--- src/rtl/adder_pkg.sv ---
// Shared definitions for the 8-bit adder and its downstream frame accumulator:
// width constants, accumulator FSM states and the saturating add helper.
package adder_pkg;

    localparam int OPERAND_W = 8;
    localparam int SUM_W     = OPERAND_W + 1;
    localparam int SAT_MAX_W = 32;

    typedef enum logic [0:0] {
        IDLE  = 1'b0,
        ACCUM = 1'b1
    } acc_state_e;

    // Returns {overflow, value}; value is clamped to 2^acc_w-1 (acc_w <= SAT_MAX_W).
    function automatic logic [SAT_MAX_W:0] sat_add(
        input logic [SAT_MAX_W-1:0] acc,
        input logic [SAT_MAX_W-1:0] sum,
        input int                   acc_w
    );
        logic [SAT_MAX_W:0] full;
        logic [SAT_MAX_W:0] limit;
        full  = {1'b0, acc} + {1'b0, sum};
        limit = ((SAT_MAX_W+1)'(1) << acc_w) - (SAT_MAX_W+1)'(1);
        if (full > limit) begin
            return {1'b1, limit[SAT_MAX_W-1:0]};
        end
        return {1'b0, full[SAT_MAX_W-1:0]};
    endfunction

endpackage

--- src/rtl/sum_frame_accumulator.sv ---
// Accumulates the adder's sum stream into frames and presents each frame's
// saturated total, sample count and overflow flag through a valid/ready register.
module sum_frame_accumulator
    import adder_pkg::*;
#(
    parameter int IN_W    = SUM_W,
    parameter int ACC_W   = 16,
    parameter int MAX_LEN = 16,
    parameter int CNT_W   = $clog2(MAX_LEN + 1)
) (
    input  logic             clk,
    input  logic             reset,
    input  logic             sum_valid,
    input  logic [IN_W-1:0]  sum,
    input  logic             frame_last,
    output logic             res_valid,
    input  logic             res_ready,
    output logic [ACC_W-1:0] res_sum,
    output logic [CNT_W-1:0] res_count,
    output logic             res_overflow,
    output logic             frame_drop
);

    acc_state_e         state;
    logic [ACC_W-1:0]   acc;
    logic [CNT_W-1:0]   cnt;
    logic               ovf;

    logic [ACC_W-1:0]   acc_base;
    logic [CNT_W-1:0]   cnt_base;
    logic               ovf_base;
    logic [SAT_MAX_W:0] wide;
    logic [ACC_W-1:0]   acc_next;
    logic [CNT_W-1:0]   cnt_next;
    logic               ovf_next;
    logic               close;
    logic               load;

    // Stage 0: candidate frame result from the current sample
    always_comb begin
        acc_base = (state == IDLE) ? '0 : acc;
        cnt_base = (state == IDLE) ? '0 : cnt;
        ovf_base = (state == IDLE) ? 1'b0 : ovf;
        wide     = sat_add(SAT_MAX_W'(acc_base), SAT_MAX_W'(sum), ACC_W);
        acc_next = ACC_W'(wide);
        ovf_next = wide[SAT_MAX_W] | ovf_base;
        cnt_next = cnt_base + CNT_W'(1);
        close    = sum_valid && (frame_last || (cnt_next == CNT_W'(MAX_LEN)));
        load     = close && (!res_valid || res_ready);
    end

    always_ff @(posedge clk or posedge reset) begin
        if (reset) begin
            state <= IDLE;
            acc   <= '0;
            cnt   <= '0;
            ovf   <= 1'b0;
        end else if (sum_valid) begin
            if (close) begin
                state <= IDLE;
                acc   <= '0;
                cnt   <= '0;
                ovf   <= 1'b0;
            end else begin
                state <= ACCUM;
                acc   <= acc_next;
                cnt   <= cnt_next;
                ovf   <= ovf_next;
            end
        end
    end

    // Stage 1: output register; a close into an occupied, stalled slot is dropped
    always_ff @(posedge clk or posedge reset) begin
        if (reset) begin
            res_valid    <= 1'b0;
            res_sum      <= '0;
            res_count    <= '0;
            res_overflow <= 1'b0;
            frame_drop   <= 1'b0;
        end else begin
            frame_drop <= close && res_valid && !res_ready;
            if (load) begin
                res_valid    <= 1'b1;
                res_sum      <= acc_next;
                res_count    <= cnt_next;
                res_overflow <= ovf_next;
            end else if (res_ready) begin
                res_valid <= 1'b0;
            end
        end
    end

endmodule

--- config.mk ---
export PLATFORM = sky130hd
export DESIGN_NAME = sum_frame_accumulator
export DESIGN_NICKNAME = d
export VERILOG_FILES = /design/src/rtl/adder_pkg.sv /design/src/rtl/sum_frame_accumulator.sv
export SDC_FILE = /design/constraint.sdc
export NUM_CORES = 1
export LEC_CHECK = 0
export BUFFER_PORTS_ARGS = -buffer_cell sky130_fd_sc_hd__buf_2
export CAP_MARGIN = 40
export CORE_MARGIN = 5
export CORE_UTILIZATION = 57
export DETAILED_ROUTE_END_ITERATION = 10
export PLACE_DENSITY = 0.8
export SLEW_MARGIN = 10
export SYNTH_ARGS = -nofsm -noshare
export SYNTH_HDL_FRONTEND = slang
export SYNTH_SLANG_ARGS = --single-unit
--- constraint.sdc ---
create_clock -name clk -period 3.8 [get_ports clk]
set_input_delay 0.19 -clock clk [delete_from_list [all_inputs] [get_ports clk]]
set_output_delay 0.19 -clock clk [all_outputs]
set_load 0.005 [all_outputs]
==> insert_results.sql, run 1 <==
INSERT INTO impl_metrics (metric_group, metric, value, unit) VALUES
('pwr', 'max-vdd-ir-drop', '0.1720', 'mV'),
('grt', 'antenna_found_initial', '0', ''),
('sta', 'worst_slew_pin_slew', '0.6835', 'ns'),
('floorplanning', 'boundaryPins', '38', ''),
('sta', 'fin_crit', '2.863', 'ns'),
('worst_setup_path', 'setup.worst_path.end', 'res_sum[7]', ''),
('finish', 'drive_above_1_share', '18.97', '%'),
('synthesis', 'yosys_warnings', '0', ''),
('worst_setup_path', 'timing_worst_setup_path_type', 'register to register', ''),
('clock_network', 'cts-root-to-sink-buffers', '2', ''),
('synthesis', 'synth.yosys.seq_area_share', '43.99', '%'),
('place', 'placement.setup.worst_slack', '0.9871', 'ns'),
('floorplanning', 'chipHeight', '78.49', 'um'),
('drt', 'drc_errors', '0', ''),
('clock_network', 'cts.repair.resized', '0', ''),
('worst_setup_path', 'cp.required', '4.01', 'ns'),
('clock_network', 'tritoncts_num_sinks', '47', ''),
('worst_setup_path', 'crit_path_cell_trace', 'buf_4 > nand2_1 > fa_1 > nand2b_1 > a2111oi_4 > nor2_4 > nor2_2 > nor2_1 > o21ai_0', ''),
('drt', 'initialDrtViolationCount', '309', ''),
('clock_network', 'numCtsBuffers', '5', ''),
('finish', 'insertedDiodeCount', '0', ''),
('sta', 'worst_slack', '0.9365', 'ns'),
('worst_setup_path', 'regToRegEndpoint', 'res_sum[7]', ''),
('grt', 'grt_max_degree', '43', ''),
('drt', 'route.vias.total', '2133', ''),
('finish', 'layout-area-overhead-vs-synth', '12.35', '%'),
('drt', 'final_antenna_net_count', '0', ''),
('drt', 'avgViaCountPerCell', '5.844', ''),
('synthesis', 'synth_nets', '304', ''),
('status', 'run_status', 'completed', ''),
('worst_setup_path', 'timing.critical_path.from_type', 'register', ''),
('sta', 'report.final.slew_viol_count', '0', ''),
('worst_setup_path', 'cp-end-kind', 'register', ''),
('place', 'placed_cell_area', '2882', 'sq um'),
('worst_setup_path', 'crit_path_start', 'state', ''),
('hold_path', 'hp-class', 'input pin to register', ''),
('worst_setup_path', 'cp_slowest_cell', 'sky130_fd_sc_hd__nor2_2', ''),
('synthesis', 'synth-edff-count', '0', ''),
('sta', 'final.setup.tns', '0', 'ns'),
('worst_setup_path', 'timing.critical_path.depth', '9', ''),
('clock_network', 'cts_tree', 'done', ''),
('worst_setup_path', 'critical_path.reg2reg.startpoint', 'state', ''),
('clock_network', 'worst_skew_pair.late_latency', '0.30', 'ns'),
('place', 'detailed_place_hpwl', '4.266', 'mm'),
('worst_setup_path', 'timing.critical_path.fanout_max', '30', ''),
('finish', 'finish.net_count', '335', ''),
('grt', 'global_route_wire_length_before_repair', '10.23', 'mm'),
('floorplanning', 'rows', '25', ''),
('synthesis', 'yosysUniqueCellTypes', '49', ''),
('place', 'finalWeightedCongestion', '0.8399', ''),
('pwr', 'static-leakage-power', '1.433', 'nW'),
('clock_network', 'cts.root.buffer_cell', 'sky130_fd_sc_hd__clkbuf_8', ''),
('place', 'buffer_ports.inserted', '37', ''),
('sta', 'setup_violations', '0', ''),
('grt', 'grt.total_usage', '20.95', '%'),
('drt', 'totalWireLength', '5.898', 'mm'),
('worst_setup_path', 'critPathTopFamily', 'simple AND/OR/NAND/NOR gates', ''),
('floorplanning', 'die_x', '78.49', 'um'),
('sta', 'max-slew-margin-rel', '54.38', '%'),
('sta', 'finalHoldViolations', '0', ''),
('worst_setup_path', 'worstPathArrival', '3.07', 'ns'),
('grt', 'globalRouteOverflowTotal', '0', ''),
('sta', 'skew', '0.01040', 'ns'),
('floorplanning', 'coreArea', '4629', 'sq um'),
('clock_network', 'cts.hold.buffers_added', '1', ''),
('sta', 'fin_crit_sh', '75.35', '%'),
('synthesis', 'synth.cell_area', '2674', 'sq um'),
('finish', 'cell_area_after_layout', '3004', 'sq um'),
('floorplanning', 'die_area', '6161', 'sq um'),
('clock_network', 'cts.htree.levels', '2', ''),
('worst_setup_path', 'ff2ff_path_depth', '9', '');
final cells by class:
class	instances	area, sq um
inverters	9	33.78
well taps	54	67.56
clock buffers	5	68.82
clock inverters	3	43.79
repair buffers	40	222.7
multi-input cells	207	1391
fillers	399	1625
flip-flops and latches	47	1176
kinds of logic after synthesis:
| group | synth area share [%] |
|---|---|
| buffers and inverters | 3.977 |
| adders and majority gates | 5.428 |
| DFF | 43.99 |
| xor gates and xnor gates | 3.931 |
| muxes | 2.012 |
| AOI/OAI and AO/OA | 22.56 |
| and+or+nand+nor | 18.11 |
cells in the mapped netlist (2+ instances only):
| cell type | n | share of area, % |
|---|---|---|
| sky130_fd_sc_hd__o21ai_1 | 5 | 0.94 |
| sky130_fd_sc_hd__nor2_1 | 16 | 2.2 |
| sky130_fd_sc_hd__a31oi_1 | 4 | 0.94 |
| sky130_fd_sc_hd__mux2i_1 | 2 | 0.75 |
| sky130_fd_sc_hd__buf_4 | 2 | 0.56 |
| sky130_fd_sc_hd__mux2_2 | 2 | 0.84 |
| sky130_fd_sc_hd__nand3b_1 | 3 | 0.84 |
| sky130_fd_sc_hd__ha_1 | 10 | 4.7 |
| sky130_fd_sc_hd__a21o_1 | 8 | 2.2 |
| sky130_fd_sc_hd__nand3_1 | 7 | 1.3 |
| sky130_fd_sc_hd__o21ai_0 | 19 | 3.6 |
| sky130_fd_sc_hd__nor3b_1 | 2 | 0.56 |
| sky130_fd_sc_hd__nor3_1 | 3 | 0.56 |
| sky130_fd_sc_hd__a21oi_1 | 13 | 2.4 |
| sky130_fd_sc_hd__dfrtp_1 | 47 | 44 |
| sky130_fd_sc_hd__a211oi_1 | 5 | 1.4 |
| sky130_fd_sc_hd__and3_1 | 4 | 0.94 |
| sky130_fd_sc_hd__and2_1 | 12 | 2.8 |
| sky130_fd_sc_hd__xnor2_1 | 7 | 2.3 |
| sky130_fd_sc_hd__clkbuf_1 | 10 | 1.4 |
| sky130_fd_sc_hd__a22o_1 | 4 | 1.3 |
| sky130_fd_sc_hd__nand2_1 | 35 | 4.9 |
| sky130_fd_sc_hd__nand2b_1 | 6 | 1.4 |
| sky130_fd_sc_hd__buf_2 | 4 | 0.75 |
| sky130_fd_sc_hd__inv_1 | 9 | 1.3 |
| sky130_fd_sc_hd__xor2_1 | 5 | 1.6 |
| sky130_fd_sc_hd__o2bb2ai_1 | 13 | 4.3 |
worst register-to-register path, cell delays in order (launching register included):
cell and delay [ns]:
sky130_fd_sc_hd__dfrtp_1 0.35, sky130_fd_sc_hd__buf_4 0.28, sky130_fd_sc_hd__nand2_1 0.15, sky130_fd_sc_hd__fa_1 0.41, sky130_fd_sc_hd__nand2b_1 0.24, sky130_fd_sc_hd__a2111oi_4 0.40, sky130_fd_sc_hd__nor2_4 0.10, sky130_fd_sc_hd__nor2_2 0.49
sky130_fd_sc_hd__nor2_1 0.16, sky130_fd_sc_hd__o21ai_0 0.19
per-stage QoR:
stage	hold WS [ns]	instances
2_1_floorplan	0.2725	279
3_3_place_gp	0.3882	355
3_5_place_dp	0.2500	356
4_1_cts	0.06871	365
5_1_grt	0.07221	365
6_report	0.07046	365
placed cells by master, fill, tap and decap left out, types with 2 or more instances in the layout:
cell and n:
sky130_fd_sc_hd__dfrtp_1 47, sky130_fd_sc_hd__buf_2 37, sky130_fd_sc_hd__nand2_1 35, sky130_fd_sc_hd__o21ai_0 19, sky130_fd_sc_hd__nor2_1 16, sky130_fd_sc_hd__a21oi_1 13, sky130_fd_sc_hd__o2bb2ai_1 13, sky130_fd_sc_hd__and2_1 12
sky130_fd_sc_hd__ha_1 10, sky130_fd_sc_hd__inv_1 8, sky130_fd_sc_hd__a21o_1 8, sky130_fd_sc_hd__nand3_1 7, sky130_fd_sc_hd__xnor2_1 7, sky130_fd_sc_hd__nand2b_1 6, sky130_fd_sc_hd__a211oi_1 5, sky130_fd_sc_hd__o21ai_1 5
sky130_fd_sc_hd__xor2_1 5, sky130_fd_sc_hd__clkbuf_8 5, sky130_fd_sc_hd__and3_1 4, sky130_fd_sc_hd__a31oi_1 4, sky130_fd_sc_hd__a22o_1 4, sky130_fd_sc_hd__nand3b_1 3, sky130_fd_sc_hd__nor3_1 3, sky130_fd_sc_hd__mux2i_1 2
sky130_fd_sc_hd__nor3b_1 2, sky130_fd_sc_hd__mux2_2 2
power breakdown:
part | internal (mW) | total [mW] | leakage (nW) | switching (mW)
Combinational | 0.0970 | 0.233 | 0.755 | 0.136
Clock | 0.196 | 0.373 | 0.0581 | 0.177
Sequential | 0.547 | 0.574 | 0.620 | 0.0265
Total | 0.841 | 1.18 | 1.43 | 0.339
worst min path at each step:
stage / start / endpoint / slack, ns / cells past startpoint
5_1_grt: frame_last / cnt[2] / 0.07 / 2
6_report: frame_last / cnt[2] / 0.07 / 2
3_3_place_gp: frame_last / cnt[2] / 0.39 / 2
2_1_floorplan: frame_last / cnt[2] / 0.27 / 1
3_5_place_dp: reset / res_sum[4] / 0.25 / 2
4_1_cts: frame_last / cnt[2] / 0.07 / 2
state kept, by name (all words and copies together), names as in the netlist:
| signal | count |
|---|---|
| acc | 16 |
| cnt | 5 |
| frame_drop | 1 |
| ovf | 1 |
| res_count | 5 |
| res_overflow | 1 |
| res_sum | 16 |
| res_valid | 1 |
| state | 1 |
layer usage:
metal	up-vias	wire, um	track usage [%]
li1	1053	-	-
met1	1013	2943	31.00
met2	59	2594	31.42
met3	8	276	3.555
met4	0	84	6.469
met5	-	0	0
No activity file was read; power rests on OpenSTA's default activity.
==> inputs of run 2 (changes only) <==
--- a/config.mk
+++ b/config.mk
@@ -5,12 +5,13 @@
 export SDC_FILE = /design/constraint.sdc
 export NUM_CORES = 1
 export LEC_CHECK = 0
+export ABC_AREA = 1
 export BUFFER_PORTS_ARGS = -buffer_cell sky130_fd_sc_hd__buf_2
 export CAP_MARGIN = 40
 export CORE_MARGIN = 5
-export CORE_UTILIZATION = 57
+export CORE_UTILIZATION = 52
 export DETAILED_ROUTE_END_ITERATION = 10
-export PLACE_DENSITY = 0.8
+export PLACE_DENSITY = 0.77
 export SLEW_MARGIN = 10
 export SYNTH_ARGS = -nofsm -noshare
 export SYNTH_HDL_FRONTEND = slang
==> constraint.sdc (replaced) <==
create_clock -name clk -period 2.35 [get_ports clk]
set_input_delay 0.1175 -clock clk [delete_from_list [all_inputs] [get_ports clk]]
set_output_delay 0.1175 -clock clk [all_outputs]
set_load 0.005 [all_outputs]
==> run 2 against run 1 <==
Net effect: first-iteration DRC count decreased by 64%; synthesized cell count increased by 48%; global-route usage decreased by 1.7 points; critical endpoint is now res_sum[10]; critical path depth increased by 5; non-clock buffer count increased by 3; sequential cell count unchanged; clock power increased by 63%.
==> insert_results.sql, run 2 <==
INSERT INTO impl_metrics (metric_group, metric, value, unit) VALUES
('status', 'run_status', 'completed', ''),
('synthesis', 'synthXorXnorAreaFrac', '2.432', '%'),
('pwr', 'power_density_of_the_placed_cells', '582.2', 'nW/um^2'),
('drt', 'initialDrtViolationCount', '110', ''),
('drt', 'dr.pass1.iters', '4', ''),
('grt', 'globalRouteOverflowTotal', '0', ''),
('finish', 'insertedDiodeCount', '0', ''),
('floorplanning', 'die_area', '7130', 'sq um'),
('hold_path', 'min_delay_path_depth', '2', ''),
('synthesis', 'yosysTopAreaCell', 'sky130_fd_sc_hd__dfrtp_1', ''),
('sta', 'rsz0062_at_grt', 'false', ''),
('floorplanning', 'boundaryPins', '38', ''),
('sta', 'max_freq', '459.4', 'MHz'),
('synthesis', 'ys_ff_latch', '47', ''),
('synthesis', 'synth_compound_gate_area_share', '4.212', '%'),
('sta', 'worst_hold_slack', '0.08710', 'ns'),
('synthesis', 'synth_top_cells_by_area', 'sky130_fd_sc_hd__dfrtp_1 41%, sky130_fd_sc_hd__nand2_1 26%, sky130_fd_sc_hd__inv_1 6.9%', ''),
('finish', 'layout-area-overhead-vs-synth', '13.11', '%'),
('drt', 'avgRoutedWirePerCell', '12.36', 'um'),
('worst_setup_path', 'cp.required', '2.60', 'ns'),
('drt', 'final_antenna_net_count', '0', ''),
('sta', 'finalHoldViolations', '0', ''),
('floorplanning', 'chipHeight', '84.44', 'um'),
('worst_setup_path', 'regToRegEndpoint', 'res_sum[10]', ''),
('pwr', 'total_net_switching_power', '553.2', 'uW'),
('worst_setup_path', 'worstPathArrival', '2.43', 'ns'),
('synthesis', 'yosys-mux-area-fraction', '0', '%'),
('pwr', 'switching_share', '29.15', '%'),
('clock_network', 'tritoncts_num_sinks', '47', ''),
('worst_setup_path', 'ff2ff_path_depth', '14', ''),
('worst_setup_path', 'critical-path-top-cell-by-count', 'sky130_fd_sc_hd__nand2_1', ''),
('pwr', 'pwr-share-clk', '32.0', '%'),
('worst_setup_path', 'timing.critical_path.fanout_max', '8', ''),
('place', 'placed_cells_incl_taps', '517', ''),
('floorplanning', 'die_x', '84.44', 'um'),
('clock_network', 'cts.root.buffer_cell', 'sky130_fd_sc_hd__clkbuf_8', ''),
('floorplanning', 'rows', '27', ''),
('clock_network', 'cts.htree.levels', '2', ''),
('worst_setup_path', 'timing_worst_setup_path_type', 'register to register', ''),
('worst_setup_path', 'cp_slowest_cell', 'sky130_fd_sc_hd__fa_1', ''),
('grt', 'antenna_found_initial', '0', ''),
('pwr', 'power_frac_comb', '19.4', '%'),
('synthesis', 'synth_fa_ha_area_share', '5.037', '%'),
('clock_network', 'numCtsBuffers', '5', ''),
('sta', 'fin_crit_sh', '92.63', '%'),
('finish', 'layout_top_registers', 'acc (16), res_sum (16)', ''),
('place', 'buffer_ports.inserted', '37', ''),
('synthesis', 'synth_nets', '439', ''),
('clock_network', 'worst_skew_pair.late_latency', '0.31', 'ns'),
('synthesis', 'synth.cells.most_frequent', '200 x sky130_fd_sc_hd__nand2_1, 53 x sky130_fd_sc_hd__inv_1, 47 x sky130_fd_sc_hd__dfrtp_1', ''),
('worst_setup_path', 'setup.reg_to_reg.worst_slack', '0.17', 'ns'),
('hold_path', 'hp-class', 'input pin to register', ''),
('synthesis', 'dominant_combinational_cell_family_by_area_after_synthesis', 'simple AND/OR/NAND/NOR gates', ''),
('worst_setup_path', 'crit_path_cell_trace', 'nand2_1 > inv_1 > ha_1 > inv_1 > fa_1 > inv_1 > nand3_1 > nand2_1 > nand3_1 > nand3_2 > nand2_4 > nand3_1 > nand2_1 > nand2_1', ''),
('synthesis', 'netlist.area_leader.share', '40.82', '%'),
('floorplanning', 'coreArea', '5439', 'sq um'),
('synthesis', 'synth.yosys.seq_area_share', '40.82', '%'),
('place', 'detailed_place_hpwl', '4.867', 'mm'),
('sta', 'max-slew-margin-rel', '52.12', '%'),
('worst_setup_path', 'cp-end-kind', 'register', ''),
('sta', 'setup_violations', '0', ''),
('grt', 'grt.total_usage', '19.21', '%'),
('pwr', 'static-leakage-power', '2.002', 'nW'),
('finish', 'commonest_cells_after_routing_fill_and_taps_aside', '200 x sky130_fd_sc_hd__nand2_1, 52 x sky130_fd_sc_hd__inv_1, 47 x sky130_fd_sc_hd__dfrtp_1', ''),
('synthesis', 'yosysUniqueCellTypes', '26', ''),
('grt', 'global_route_wire_length_before_repair', '11.23', 'mm'),
('sta', 'final.setup.tns', '0', 'ns'),
('worst_setup_path', 'cpPeakStageDelay', '0.41', 'ns'),
('clock_network', 'clkTransAtPathRegs', '0.09', 'ns'),
('sta', 'skew', '0.01200', 'ns'),
('finish', 'drive_above_1_share', '15.38', '%'),
('grt', 'grt_max_degree', '36', ''),
('synthesis', 'yosys_warnings', '0', ''),
('clock_network', 'post_cts_buffers', '0', ''),
('grt', 'first_global_vias', '2424', ''),
('synthesis', 'post_synth_inst_count', '414', ''),
('synthesis', 'dominantRegCellSynth', 'sky130_fd_sc_hd__dfrtp_1', ''),
('hold_path', 'min_delay_src', 'sum_valid', ''),
('worst_setup_path', 'critical_path.reg2reg.startpoint', 'state', ''),
('pwr', 'cellInternalPower', '1.345', 'mW'),
('pwr', 'total_power', '1.898', 'mW'),
('drt', 'route.vias.total', '2594', ''),
('clock_network', 'cts_tree', 'done', ''),
('sta', 'report.final.slew_viol_count', '0', ''),
('drt', 'drc_errors', '0', ''),
('clock_network', 'cts-root-to-sink-buffers', '2', ''),
('worst_setup_path', 'timing.critical_path.from_type', 'register', ''),
('pwr', 'p_seq_share', '48.6', '%'),
('finish', 'final_cells', '527', ''),
('drt', 'totalWireLength', '6.513', 'mm'),
('sta', 'fin_crit', '2.177', 'ns'),
('synthesis', 'synth_simple_gate_area_share', '37.21', '%'),
('synthesis', 'synth-edff-count', '0', ''),
('finish', 'finish.net_count', '479', ''),
('hold_path', 'holdPathEnd', 'acc[12]', ''),
('synthesis', 'asyncSetResetFlopFracSynth', '100.0', '%'),
('drt', 'avgViaCountPerCell', '4.922', ''),
('pwr', 'max-vdd-ir-drop', '0.3514', 'mV'),
('synthesis', 'syn-mean-instance-area', '6.960', 'sq um'),
('place', 'finalWeightedCongestion', '0.9584', ''),
('finish', 'fillCellCount', '521', ''),
('sta', 'worst_slew_pin_slew', '0.7174', 'ns'),
('flow_run', 'max-cap-violations', '0', ''),
('synthesis', 'synth.cell_area', '2882', 'sq um'),
('floorplanning', 'starting_density_of_the_core', '52.98', '%'),
('synthesis', 'yosys.cell_count.top_type', 'sky130_fd_sc_hd__nand2_1', ''),
('finish', 'mostFrequentLayoutCell', 'sky130_fd_sc_hd__nand2_1', '');
## run 2: cell count changes after synthesis, sizes merged, moves of 8 or more
| cell | previous run | this run |
|---|---|---|
| a21oi | 13 | 4 |
| a21o | 8 | 0 |
| o21ai | 25 | 13 |
| nand3 | 7 | 29 |
| nand2 | 35 | 205 |
| and2 | 12 | 1 |
| inv | 9 | 55 |
| o2bb2ai | 13 | 0 |
## run 2: layer usage
layer	share of wire (%)	GRT usage, %	up-vias
met1	45	25.43	1185
met5	0	0	-
li1	-	-	1339
met3	6.4	3.631	7
met2	47	31.92	63
met4	1.4	6.043	0
## run 2: worst max path at each step
stage / start / endpoint / slack (ns)
floorplan: state / res_sum[5] / 0.008
global placement: state / res_sum[10] / 0.16
detailed placement: state / res_sum[10] / 0.11
CTS: state / res_sum[14] / 0.1
global route: state / res_sum[14] / 0.01
finish: state / res_sum[10] / 0.17
## run 2: logic make-up after synthesis
logic type               Yosys count
adder cells (fa/ha/maj)           11
flip-flops                        47
buffers and inverters             66
AO/OA/AOI/OAI                     20
AND/OR/NAND/NOR                  262
XOR/XNOR                           8
## run 2: stage by stage
stage / worst slack (ns) / util (%) / instance area [sq um]
after global placement: 0.1555 / 57.07 / 3104
after detailed placement: 0.1050 / 57.07 / 3104
after floorplan: 0.007723 / - / 2892
after CTS: 0.09511 / 59.40 / 3231
after global routing: 0.01483 / 59.93 / 3259
final: 0.1731 / 59.93 / 3259
## run 2: critical path: cells and delay by family (launching register included)
family                     cells  cell delay (ns)
adders and majority gates      2             0.59
buffers and inverters          3             0.22
DFF                            1             0.37
and+or+nand+nor                9             0.94
## run 2: area by class of cell
class	instances	area (sq um)	area share, %
clock buffers	5	68.82	2.111
flip-flops and latches	47	1176	36.08
well taps	72	90.09	2.764
multi-input cells	302	1433	43.95
inverters	55	211.5	6.488
repair buffers	43	232.7	7.140
clock inverters	3	47.55	1.459
## run 2: repair_timing
item	in CTS	in global routing
hold buffers	1	0
gates resized for setup	0	8
endpoints found under the setup margin	0	32
endpoints found under the hold margin	12	0
## run 2: power groups by stage
stage               Clock [mW]  Sequential (mW)  Combinational [mW]
finish                   0.607            0.922               0.369
global route             0.656            0.932               0.422
CTS                      0.623            0.923               0.371
detailed placement           0            0.937               0.370
global placement             0            0.935               0.361
floorplan                    0            0.935               0.254
==> inputs of run 3 (changes only) <==
--- a/config.mk
+++ b/config.mk
@@ -9,9 +9,10 @@
 export BUFFER_PORTS_ARGS = -buffer_cell sky130_fd_sc_hd__buf_2
 export CAP_MARGIN = 40
 export CORE_MARGIN = 5
-export CORE_UTILIZATION = 52
+export CORE_UTILIZATION = 60
+export CTS_BUF_LIST = sky130_fd_sc_hd__clkbuf_4 sky130_fd_sc_hd__clkbuf_8
 export DETAILED_ROUTE_END_ITERATION = 10
-export PLACE_DENSITY = 0.77
+export PLACE_DENSITY = 0.83
 export SLEW_MARGIN = 10
 export SYNTH_ARGS = -nofsm -noshare
 export SYNTH_HDL_FRONTEND = slang
==> constraint.sdc (replaced) <==
create_clock -name clk -period 2.2 [get_ports clk]
set_input_delay 0.11 -clock clk [delete_from_list [all_inputs] [get_ports clk]]
set_output_delay 0.11 -clock clk [all_outputs]
set_load 0.005 [all_outputs]
==> run 3 against run 2 <==
Net effect: clock power decreased by 8.7%; die area decreased by 12%; sequential cell count unchanged; final cell count decreased by 2.8%; routed wire length increased by 0.49%; count of clock-buffer cells in the layout increased by 1; non-clock buffer count increased by 3; first-iteration DRC count increased by 35%; hold slack improved by 0.028 ns; largest power group unchanged.
==> insert_results.sql, run 3 (synthesis results as in run 2) <==
INSERT INTO impl_metrics (metric_group, metric, value, unit) VALUES
('sta', 'fin_crit_sh', '96.28', '%'),
('sta', 'rsz0062_at_grt', 'true', ''),
('pwr', 'switching_share', '30.54', '%'),
('finish', 'drive_above_1_share', '18.78', '%'),
('drt', 'final_antenna_net_count', '0', ''),
('flow_run', 'max-cap-violations', '0', ''),
('drt', 'route.vias.total', '2558', ''),
('clock_network', 'cts.root.buffer_cell', 'sky130_fd_sc_hd__clkbuf_8', ''),
('finish', 'finish.net_count', '482', ''),
('pwr', 'power_density_of_the_placed_cells', '591.4', 'nW/um^2'),
('floorplanning', 'starting_density_of_the_core', '61.41', '%'),
('floorplanning', 'die_area', '6288', 'sq um'),
('worst_setup_path', 'cp.required', '2.44', 'ns'),
('grt', 'antenna_found_initial', '0', ''),
('clock_network', 'cts.htree.levels', '2', ''),
('sta', 'report.final.slew_viol_count', '0', ''),
('sta', 'max-slew-margin-rel', '55.39', '%'),
('grt', 'grt_max_degree', '48', ''),
('pwr', 'p_seq_share', '50.3', '%'),
('clock_network', 'worst_skew_pair.late_latency', '0.30', 'ns'),
('place', 'buffer_ports.inserted', '37', ''),
('floorplanning', 'die_x', '79.30', 'um'),
('place', 'detailed_place_hpwl', '4.950', 'mm'),
('worst_setup_path', 'critPathTopFamily', 'simple AND/OR/NAND/NOR gates', ''),
('finish', 'mostFrequentLayoutCell', 'sky130_fd_sc_hd__nand2_1', ''),
('worst_setup_path', 'cp-end-kind', 'register', ''),
('sta', 'worst_slew_pin_slew', '0.6684', 'ns'),
('drt', 'totalWireLength', '6.545', 'mm'),
('finish', 'fillCellCount', '400', ''),
('worst_setup_path', 'timing.critical_path.fanout_max', '8', ''),
('pwr', 'total_net_switching_power', '599.9', 'uW'),
('place', 'finalWeightedCongestion', '0.9155', ''),
('sta', 'max_freq', '472.1', 'MHz'),
('worst_setup_path', 'cpPeakStageDelay', '0.45', 'ns'),
('finish', 'commonest_cells_after_routing_fill_and_taps_aside', '195 x sky130_fd_sc_hd__nand2_1, 52 x sky130_fd_sc_hd__inv_1, 46 x sky130_fd_sc_hd__dfrtp_1', ''),
('drt', 'dr.pass1.iters', '5', ''),
('place', 'placement.setup.worst_slack', '0.08388', 'ns'),
('sta', 'finalHoldViolations', '0', ''),
('worst_setup_path', 'worst-path-buf-inv', '2', ''),
('finish', 'insertedDiodeCount', '0', ''),
('clock_network', 'cts-root-to-sink-buffers', '2', ''),
('clock_network', 'tritoncts_num_sinks', '47', ''),
('status', 'run_status', 'completed', ''),
('grt', 'globalRouteOverflowTotal', '0', ''),
('drt', 'avgRoutedWirePerCell', '12.78', 'um'),
('place', 'placed_cell_area', '3124', 'sq um'),
('pwr', 'pwr-share-clk', '28.2', '%'),
('pwr', 'power_frac_comb', '21.5', '%'),
('pwr', 'max-vdd-ir-drop', '0.5653', 'mV'),
('floorplanning', 'chipHeight', '79.30', 'um'),
('worst_setup_path', 'timing_worst_setup_path_type', 'register to register', ''),
('floorplanning', 'rows', '25', ''),
('finish', 'layout-area-overhead-vs-synth', '15.24', '%'),
('sta', 'skew', '0.006466', 'ns'),
('finish', 'cell_area_after_layout', '3321', 'sq um'),
('floorplanning', 'coreArea', '4692', 'sq um'),
('grt', 'first_global_vias', '2607', ''),
('grt', 'global_route_wire_length_before_repair', '11.23', 'mm'),
('clock_network', 'cts_tree', 'done', ''),
('finish', 'layout_top_registers', 'acc (16), res_sum (16)', ''),
('sta', 'worst_slack', '0.08183', 'ns'),
('sta', 'final.setup.tns', '0', 'ns'),
('clock_network', 'numCtsBuffers', '5', ''),
('floorplanning', 'boundaryPins', '38', ''),
('clock_network', 'post_cts_buffers', '0', ''),
('drt', 'avgViaCountPerCell', '4.996', ''),
('sta', 'fin_crit', '2.118', 'ns'),
('clock_network', 'clkTransAtPathRegs', '0.09', 'ns'),
('worst_setup_path', 'crit_path_cell_trace', 'buf_6 > nand2_1 > inv_1 > ha_2 > nand2_1 > nand2_1 > nand2_1 > nand2_1 > nand2_1 > nand3_4 > nand2_8 > nand2_1 > nand2_1 > nand2_1', ''),
('drt', 'initialDrtViolationCount', '149', ''),
('worst_setup_path', 'cp_slowest_cell', 'sky130_fd_sc_hd__dfrtp_2', ''),
('sta', 'setup_violations', '0', ''),
('worst_setup_path', 'critical-path-top-cell-by-count', 'sky130_fd_sc_hd__nand2_1', ''),
('hold_path', 'hp-class', 'input pin to register', ''),
('pwr', 'cellInternalPower', '1.364', 'mW'),
('grt', 'grt.total_usage', '22.36', '%'),
('drt', 'drc_errors', '0', ''),
('worst_setup_path', 'timing.critical_path.from_type', 'register', ''),
('pwr', 'static-leakage-power', '1.993', 'nW'),
('worst_setup_path', 'worstPathArrival', '2.35', 'ns');
[run 3: cell types whose count changed in the layout (fill, tap and decap cells not counted), sizes merged]
cell      before  now
buf           42   45
clkinvlp       0    1
inv           56   55
bufinv         1    0
clkbuf         5    6
[run 3: layout make-up]
class                   instances  area [sq um]  area share [%]
inverters                      55         209.0           6.292
clock buffers                   6         82.58           2.487
multi-input cells             302          1494           44.99
clock inverters                 2         16.27          0.4898
repair buffers                 46         274.0           8.252
flip-flops and latches         47          1177           35.46
well taps                      54         67.56           2.035
[run 3: per-stage QoR]
step	utilization (%)	hold WS (ns)	instances	power (mW)
floorplan	-	0.2185	414	1.273
global placement	66.59	0.2790	502	1.398
detailed placement	66.59	0.2817	502	1.407
CTS	68.91	0.09611	511	1.960
global route	70.77	0.1206	512	2.080
finish	70.77	0.1151	512	1.964
[run 3: power groups by stage]
stage	logic, mW	registers, mW	clock network (mW)
floorplan	0.274	0.998	0
global placement	0.396	1.00	0
detailed placement	0.405	1.00	0
CTS	0.408	0.986	0.565
global route	0.482	0.998	0.600
finish	0.422	0.988	0.554
[run 3: path summary, 6_finish.rpt]
path                             from         end  slack, ns  depth (start not counted)
hold / removal              sum_valid  frame_drop       0.12                          3
max in group asynchronous       reset       state       1.30                          4
hold reg to reg            res_sum[1]  res_sum[1]       0.48                          2
setup reg to reg                state      acc[7]       0.08                         14
min in group asynchronous       reset  res_sum[5]       0.48                          4
setup / recovery                state      acc[7]       0.08                         14
[run 3: worst register-to-register path: stages, from the launching register on]
cell and delay, ns:
sky130_fd_sc_hd__dfrtp_2 0.45, sky130_fd_sc_hd__buf_6 0.15, sky130_fd_sc_hd__nand2_1 0.06, sky130_fd_sc_hd__inv_1 0.06, sky130_fd_sc_hd__ha_2 0.38, sky130_fd_sc_hd__nand2_1 0.06
sky130_fd_sc_hd__nand2_1 0.08, sky130_fd_sc_hd__nand2_1 0.07, sky130_fd_sc_hd__nand2_1 0.08, sky130_fd_sc_hd__nand2_1 0.11, sky130_fd_sc_hd__nand3_4 0.15, sky130_fd_sc_hd__nand2_8 0.09
sky130_fd_sc_hd__nand2_1 0.17, sky130_fd_sc_hd__nand2_1 0.08, sky130_fd_sc_hd__nand2_1 0.08
[run 3: routing by layer]
layer | share of wire (%) | global-route usage, % | vias up
met4 | 2.8 | 9.107 | 0
met2 | 47 | 37.46 | 59
met5 | 0 | 0 | -
met1 | 45 | 28.26 | 1136
li1 | - | - | 1346
met3 | 4.9 | 4.422 | 17
[run 3: what timing repair did]
| item | in CTS | in global routing |
|---|---|---|
| endpoints found under the setup margin | 0 | 38 |
| hold endpoints to repair | 47 | 0 |
| hold buffers | 1 | 0 |
| gates resized for setup | 0 | 21 |
